File: src/rtl/regbank_bus_arbiter_pkg.sv
// Shared types and constants for the two-master register-bank bus arbiter.
package regbank_bus_arbiter_pkg;

  typedef enum logic [1:0] {
    ST_IDLE,
    ST_ISSUE,
    ST_WAIT,
    ST_RESP
  } state_e;

  // Wide enough for any practical DATA_W; users slice off the low bits.
  localparam int unsigned MAX_DATA_W = 256;
  localparam logic [MAX_DATA_W-1:0] ERR_RDATA = '1;

endpackage

File: src/rtl/regbank_bus_arbiter_rr_arb2.sv
// Two-way round-robin grant: a lone requester wins; on a tie the master
// that was not granted last wins.
module rr_arb2 (
  input  logic [1:0] req_i,
  input  logic       last_i,
  output logic [1:0] gnt_o
);

  always_comb begin
    gnt_o = req_i;
    if (req_i == 2'b11) begin
      gnt_o = last_i ? 2'b01 : 2'b10;
    end
  end

endmodule

File: src/rtl/regbank_bus_arbiter.sv
// Arbitrates two masters onto a single register-bank port, with one
// outstanding transaction and a Done timeout that returns an error.
module regbank_bus_arbiter
  import regbank_bus_arbiter_pkg::*;
#(
  parameter int ADDR_W  = 8,
  parameter int DATA_W  = 32,
  parameter int TIMEOUT = 15
) (
  input  logic              clk,
  input  logic              rst_n,
  input  logic              m0_req,
  input  logic              m0_we,
  input  logic [ADDR_W-1:0] m0_addr,
  input  logic [DATA_W-1:0] m0_wdata,
  output logic              m0_ack,
  output logic              m0_err,
  output logic [DATA_W-1:0] m0_rdata,
  input  logic              m1_req,
  input  logic              m1_we,
  input  logic [ADDR_W-1:0] m1_addr,
  input  logic [DATA_W-1:0] m1_wdata,
  output logic              m1_ack,
  output logic              m1_err,
  output logic [DATA_W-1:0] m1_rdata,
  output logic [ADDR_W-1:0] s_addr,
  output logic [DATA_W-1:0] s_wdata,
  output logic              s_rd,
  output logic              s_wr,
  input  logic [DATA_W-1:0] s_rdata,
  input  logic              s_rd_done,
  input  logic              s_wr_done
);

  localparam int CNT_W = $clog2(TIMEOUT + 1);
  localparam logic [CNT_W-1:0] CNT_LAST = CNT_W'(TIMEOUT - 1);
  localparam logic [DATA_W-1:0] ERR_DATA = ERR_RDATA[DATA_W-1:0];

  state_e            state_q, state_d;
  logic              grant_q, grant_d;
  logic              we_q, we_d;
  logic [ADDR_W-1:0] addr_q, addr_d;
  logic [DATA_W-1:0] wdata_q, wdata_d;
  logic [CNT_W-1:0]  cnt_q, cnt_d;
  logic              err_q, err_d;
  logic [DATA_W-1:0] m0_rdata_q, m0_rdata_d;
  logic [DATA_W-1:0] m1_rdata_q, m1_rdata_d;
  logic [1:0]        gnt;
  logic              done_match;

  // grant_q doubles as the last-grant memory (1 = m1) for the tie-breaker.
  rr_arb2 u_rr_arb2 (
    .req_i  ({m1_req, m0_req}),
    .last_i (grant_q),
    .gnt_o  (gnt)
  );

  always_ff @(posedge clk) begin
    if (!rst_n) begin
      state_q    <= ST_IDLE;
      grant_q    <= 1'b1;
      we_q       <= 1'b0;
      addr_q     <= '0;
      wdata_q    <= '0;
      cnt_q      <= '0;
      err_q      <= 1'b0;
      m0_rdata_q <= '0;
      m1_rdata_q <= '0;
    end else begin
      state_q    <= state_d;
      grant_q    <= grant_d;
      we_q       <= we_d;
      addr_q     <= addr_d;
      wdata_q    <= wdata_d;
      cnt_q      <= cnt_d;
      err_q      <= err_d;
      m0_rdata_q <= m0_rdata_d;
      m1_rdata_q <= m1_rdata_d;
    end
  end

  always_comb begin
    state_d    = state_q;
    grant_d    = grant_q;
    we_d       = we_q;
    addr_d     = addr_q;
    wdata_d    = wdata_q;
    cnt_d      = cnt_q;
    err_d      = err_q;
    m0_rdata_d = m0_rdata_q;
    m1_rdata_d = m1_rdata_q;
    done_match = we_q ? s_wr_done : s_rd_done;

    unique case (state_q)
      ST_IDLE: begin
        if (gnt != 2'b00) begin
          grant_d = gnt[1];
          we_d    = gnt[1] ? m1_we    : m0_we;
          addr_d  = gnt[1] ? m1_addr  : m0_addr;
          wdata_d = gnt[1] ? m1_wdata : m0_wdata;
          cnt_d   = '0;
          state_d = ST_ISSUE;
        end
      end
      ST_ISSUE: state_d = ST_WAIT;
      ST_WAIT: begin
        if (done_match) begin
          err_d   = 1'b0;
          state_d = ST_RESP;
          if (!we_q) begin
            if (grant_q) m1_rdata_d = s_rdata;
            else         m0_rdata_d = s_rdata;
          end
        end else if (cnt_q == CNT_LAST) begin
          // Timeout reports all-ones regardless of direction.
          err_d   = 1'b1;
          state_d = ST_RESP;
          if (grant_q) m1_rdata_d = ERR_DATA;
          else         m0_rdata_d = ERR_DATA;
        end else begin
          cnt_d = cnt_q + CNT_W'(1);
        end
      end
      ST_RESP: state_d = ST_IDLE;
      default: state_d = ST_IDLE;
    endcase
  end

  always_comb begin
    s_rd     = (state_q == ST_ISSUE) && !we_q;
    s_wr     = (state_q == ST_ISSUE) && we_q;
    s_addr   = addr_q;
    s_wdata  = wdata_q;
    m0_ack   = (state_q == ST_RESP) && !grant_q;
    m1_ack   = (state_q == ST_RESP) && grant_q;
    m0_err   = m0_ack && err_q;
    m1_err   = m1_ack && err_q;
    m0_rdata = m0_rdata_q;
    m1_rdata = m1_rdata_q;
  end

endmodule

File: config.mk
export PLATFORM = sky130hd
export DESIGN_NAME = regbank_bus_arbiter
export DESIGN_NICKNAME = d
export VERILOG_FILES = /design/src/rtl/regbank_bus_arbiter_pkg.sv /design/src/rtl/regbank_bus_arbiter_rr_arb2.sv /design/src/rtl/regbank_bus_arbiter.sv
export SDC_FILE = /design/constraint.sdc
export NUM_CORES = 1
export LEC_CHECK = 0
export CORE_MARGIN = 1.5
export CORE_UTILIZATION = 28
export CTS_BUF_LIST = sky130_fd_sc_hd__clkbuf_8
export CTS_CLUSTER_DIAMETER = 200
export DETAILED_ROUTE_END_ITERATION = 10
export DONT_BUFFER_PORTS = 1
export PLACE_DENSITY = 0.53
export SLEW_MARGIN = 15
export SYNTH_ARGS = -nofsm -noshare
export SYNTH_HDL_FRONTEND = slang
export SYNTH_SLANG_ARGS = --single-unit
File: constraint.sdc
create_clock -name clk -period 2.4 [get_ports clk]
set_clock_uncertainty 0.1 [all_clocks]
set_input_delay 0.48 -clock clk [delete_from_list [all_inputs] [get_ports clk]]
set_output_delay 0.48 -clock clk [all_outputs]
set_load 0.05 [all_outputs]
==> results.cfg, run 1 <==
[synthesis]
synth_area_leader_cell = dfxtp_1
syn-num-nets = 624
avgSynthCellArea_um2 = 9.21
syn-cell-area_um2 = 4580
synthTopCellsByArea = dfxtp_1 49%, a211oi_1 17%, nor2_1 11%
ys_types = 30
syn_inst = 497
synth_edf_count = 0
synthArstFlopShare_pct = 0
yosysSeqAreaShare_pct = 49.4
synth-warning-count = 0
yosysTopAreaCellShare_pct = 49.4
yosys_register_bits = 113
synthFlopType = dfxtp_1

[die]
die_w_um = 131
rows = 46
fp.dieH_um = 131
initial_core_util_pct = 28.7
num_io_pins = 230
core_um2 = 15900
die_area_um2 = 17100

[global_routing]
grt_max_degree = 82
grt_pass1_vias = 3358
antenna_found_initial = 0
gr-usage-all-layers_pct = 13.1
grt_pass1_wl_um = 16800
gr-total-overflow = 0

[route]
vias = 3580
ant_nets = 0
viasPerCell = 5.01
initialDrtViolationCount = 112
routed_wl_um = 11600
wl_per_cell_um = 16.2
drcViolationCount = 0
first_pass_iters = 4

[power_and_ir_drop]
pwr-share-clk_pct = 28.0
power.switching_mw = 3.15
pwr-share-comb_pct = 19.3
seq_power_share_pct = 52.8
leakagePower_nw = 1.82
ir_worst_vdd_uv = 541
p_per_area_nw_per_um2 = 1340
swShare_pct = 44.6
intPower_mw = 3.93

[timing]
timing.final.crit_share_pct = 88.3
finalMaxSlewViolations = 0
hold_viol = 0
min_period_ps = 2120
setup_viol = 0
rsz0062_at_grt = no
relSlewSlack_pct = 58.5
setup_tns_ps = 0
tightest_slew_ps = 620
fmax_mhz = 472

[finish]
drive_gt1_share_pct = 10.0
final_common_cell = nor2_1
layout_common_cells = 139 x nor2_1, 113 x dfxtp_1, 105 x a211oi_1, 41 x mux2i_1, 18 x clkbuf_8
design_area_um2 = 5300
syn_to_final_growth_pct = 15.9
final_nets = 613
antenna_cells = 0

[worst_setup_path]
path_cells = ha_1, nor2b_1, and2_1, buf_12
endpoint_kind = primary output
start_kind = register
cp_data_arrival_time_ps = 1540
path_max_fanout = 4
slowest_stage = dfxtp_1
slowest_delay_ps = 380
crit_required_ps = 1820
critPathKind = reg2out

[placement]
hpwlAfterDp_um = 8230
place_area_um2 = 4860
portBuffers = 0
gp_congestion = 0.760

[worst_hold_path]
hold_class = in2reg

[cts]
post_cts_buffers = 0
ctsRootBufferMaster = clkbuf_8
cts_made_buffers = 17
cts_sinks = 113
path_clk_slew_ps = 70
clk_latency_ps = 420
tritoncts = done
htreeDepth = 4
cts_buffer_depth = 2

[run]
cap_violations = 0

[outcome]
outcome = completed
per-layer routing:
layer	part of all wire, %	GRT usage [%]	up-vias
met2	47	21.9	187
met3	11	6.15	14
met5	0	0	-
li1	-	-	1773
met4	2.7	6.79	0
met1	39	13.7	1606
worst paths after layout:
check | startpoint | endpoint | slack, ps | depth (start not counted)
setup / recovery | state_q[0] | m0_err | 280 | 4
hold / removal | rst_n | err_q | 90 | 1
setup reg to reg | state_q[0] | m0_rdata[28] | 330 | 7
hold reg to reg | cnt_q[2] | cnt_q[2] | 420 | 1
power by group through the flow:
stage,registers [mW],clock network (mW),logic [mW]
after floorplan,3.68,0,1.12
after global placement,3.78,0,1.33
after detailed placement,3.78,0,1.38
after CTS,3.75,2.04,1.38
after global routing,3.80,2.13,1.53
final,3.74,1.98,1.36
stage by stage:
step	cells	setup slack, ps	utilization, %	power [mW]	hold slack (ps)
finish	715	281	33.3	7.08	95.0
global route	715	127	33.3	7.46	61.1
CTS	715	265	33.3	7.17	56.9
detailed placement	682	352	30.5	5.17	384
global placement	682	457	30.5	5.11	367
floorplan	497	17.1	-	4.79	339
cell usage after synthesis (all sizes together), types with 4 or more instances:
master,count
inv,5
dfxtp,113
a211oi,106
buf,12
mux2i,42
and2,4
clkbuf,30
nand2,5
a21oi,4
o21ai,4
nor2,139
ha,7
registers in the layout (all words and copies together), names as in the netlist:
signal    cells
grant_q       1
s_wdata      32
we_q          1
m0_rdata     32
err_q         1
state_q       2
s_addr        8
m1_rdata     32
cnt_q         4
cell families (layout without fill, tap and decap cells):
kind of cell	Yosys count	count (layout)	share of synthesized area (%)
adder cells (fa/ha/maj)	7	7	1.91
AND/OR/NAND/NOR	161	161	14.1
flip-flops	113	113	49.4
multiplexers	42	42	9.19
AO/OA/AOI/OAI	127	127	21.1
buffers and inverters	47	49	4.35
worst max-delay path, delay by kind of cell (launching register included):
kind	cells	cell delay, ps
simple gates	2	390
flops	1	380
fa+ha+maj	1	200
buf+inv	1	150
final cells by class:
cell class,instances,area (µm²)
multi-input combinational,337,2150
inverter,5,20.0
clock inverter,14,189
sequential,113,2260
clock buffer,18,248
tap,216,270
timing repair buffer,12,168
fill,1649,10600
timing repair:
item	4_1_cts	5_1_grt
endpoints found under the hold margin	1	0
setup endpoints to repair	0	0
hold buffers	1	0
resized for setup	0	0
No activity file was read; power rests on OpenSTA's default activity.
==> run 2: changes to the inputs <==
--- a/config.mk
+++ b/config.mk
@@ -11,6 +11,7 @@
 export CTS_CLUSTER_DIAMETER = 200
 export DETAILED_ROUTE_END_ITERATION = 10
 export DONT_BUFFER_PORTS = 1
+export MAX_ROUTING_LAYER = met4
 export PLACE_DENSITY = 0.53
 export SLEW_MARGIN = 15
 export SYNTH_ARGS = -nofsm -noshare
==> run 2 against run 1 <==
Net effect: global-route usage up 0.42 points; non-clock buffer count unchanged; sequential power about the same; combinational power about the same; worst hold slack lost 1.6 ps; clock power barely moved; count of clock-buffer cells in the layout unchanged; critical path depth stayed put; routed wire length is essentially flat.
==> results.cfg, run 2 (synthesis gave the netlist of run 1 again) <==
[outcome]
outcome = completed

[cts]
cts_sinks = 113
clk_latency_ps = 420
post_cts_buffers = 0
path_clk_slew_ps = 70
tritoncts = done
cts_buffer_depth = 2
cts_resized = 0
cts_made_buffers = 17
ctsRootBufferMaster = clkbuf_8
htreeDepth = 4

[worst_setup_path]
endpoint_kind = primary output
start_kind = register
critPathKind = reg2out
cp_data_arrival_time_ps = 1540
path_max_fanout = 4
crit_required_ps = 1820

[placement]
gp_congestion = 0.770
pre_cts_ws_ps = 352
hpwlAfterDp_um = 8230
portBuffers = 0
dp.cells = 682

[timing]
min_period_ps = 2120
rsz0062_at_grt = no
tightest_slew_ps = 622
setup_viol = 0
relSlewSlack_pct = 58.4
fin_ws_ps = 280
setup_tns_ps = 0
fmax_mhz = 472
finalMaxSlewViolations = 0
hold_viol = 0
timing.final.crit_share_pct = 88.3

[route]
routed_wl_um = 11600
ant_nets = 0
first_pass_iters = 4
wl_per_cell_um = 16.2
vias = 3616
viasPerCell = 5.06
initialDrtViolationCount = 115
drcViolationCount = 0

[run]
cap_violations = 0

[finish]
drive_gt1_share_pct = 10.0
layout_common_cells = 139 x nor2_1, 113 x dfxtp_1, 105 x a211oi_1, 41 x mux2i_1, 18 x clkbuf_8
syn_to_final_growth_pct = 15.9
multi_input_area_um2 = 2150
antenna_cells = 0
num-fill-cells = 1649
seq_area_um2 = 2260
final_nets = 613
stdcell_count = 715
final_common_cell = nor2_1

[power_and_ir_drop]
ir_worst_vdd_uv = 541
p_per_area_nw_per_um2 = 1340
leakagePower_nw = 1.82
total_power_mw = 7.08

[global_routing]
grt_pass1_wl_um = 16800
grt_max_degree = 82
grt_pass1_vias = 3351
gr-total-overflow = 0
antenna_found_initial = 0
gr-usage-all-layers_pct = 13.5

[die]
num_io_pins = 230
die_w_um = 131
die_area_um2 = 17100
rows = 46
fp.dieH_um = 131
initial_core_util_pct = 28.7
core_um2 = 15900

[worst_hold_path]
hold_class = in2reg
## run 2: area by class of cell
| type | count | area share, % |
|---|---|---|
| well taps | 216 | 5.10 |
| flip-flops and latches | 113 | 42.7 |
| multi-input cells | 337 | 40.5 |
| clock inverters | 14 | 3.56 |
| repair buffers | 12 | 3.16 |
| inverters | 5 | 0.377 |
| clock buffers | 18 | 4.67 |
## run 2: where the power goes
part | switching, mW | internal [mW] | total [mW]
logic | 0.848 | 0.517 | 1.36
clock network | 0.823 | 1.16 | 1.98
registers | 1.48 | 2.25 | 3.74
total | 3.16 | 3.93 | 7.08
## run 2: path summary, 6_finish.rpt
path	startpoint	to	slack, ps	depth (start not counted)
worst max register to register	state_q[0]	m0_rdata[28]	330	7
worst min-delay path	rst_n	err_q	90	1
worst min register to register	cnt_q[3]	cnt_q[3]	400	1
worst max-delay path	state_q[0]	m0_err	280	4
## run 2: repair_timing
action / 4_1_cts / 5_1_grt
hold endpoints to repair: 1 / 0
setup endpoints to repair: 0 / 0
hold buffers: 1 / 0
## run 2: per-layer routing
layer	vias up	global-route usage, %	part of all wire (%)
met4	0	6.79	2.6
met3	14	5.86	11
met2	197	21.9	47
met1	1636	14.0	39
li1	1769	-	-
met5	-	-	0
## run 2: critical path, stage by stage, from the launching register on
cell     delay [ps]
dfxtp_1         380
ha_1            200
nor2b_1         190
and2_1          200
buf_12          150
## run 2: stage by stage
stage                     instance area [µm²]  util, %  hold WS [ps]
after floorplan                          4580        -           339
after global placement                   4860     30.5           367
after detailed placement                 4860     30.5           384
after CTS                                5300     33.3          56.9
after global routing                     5300     33.3          56.5
final                                    5300     33.3          93.3
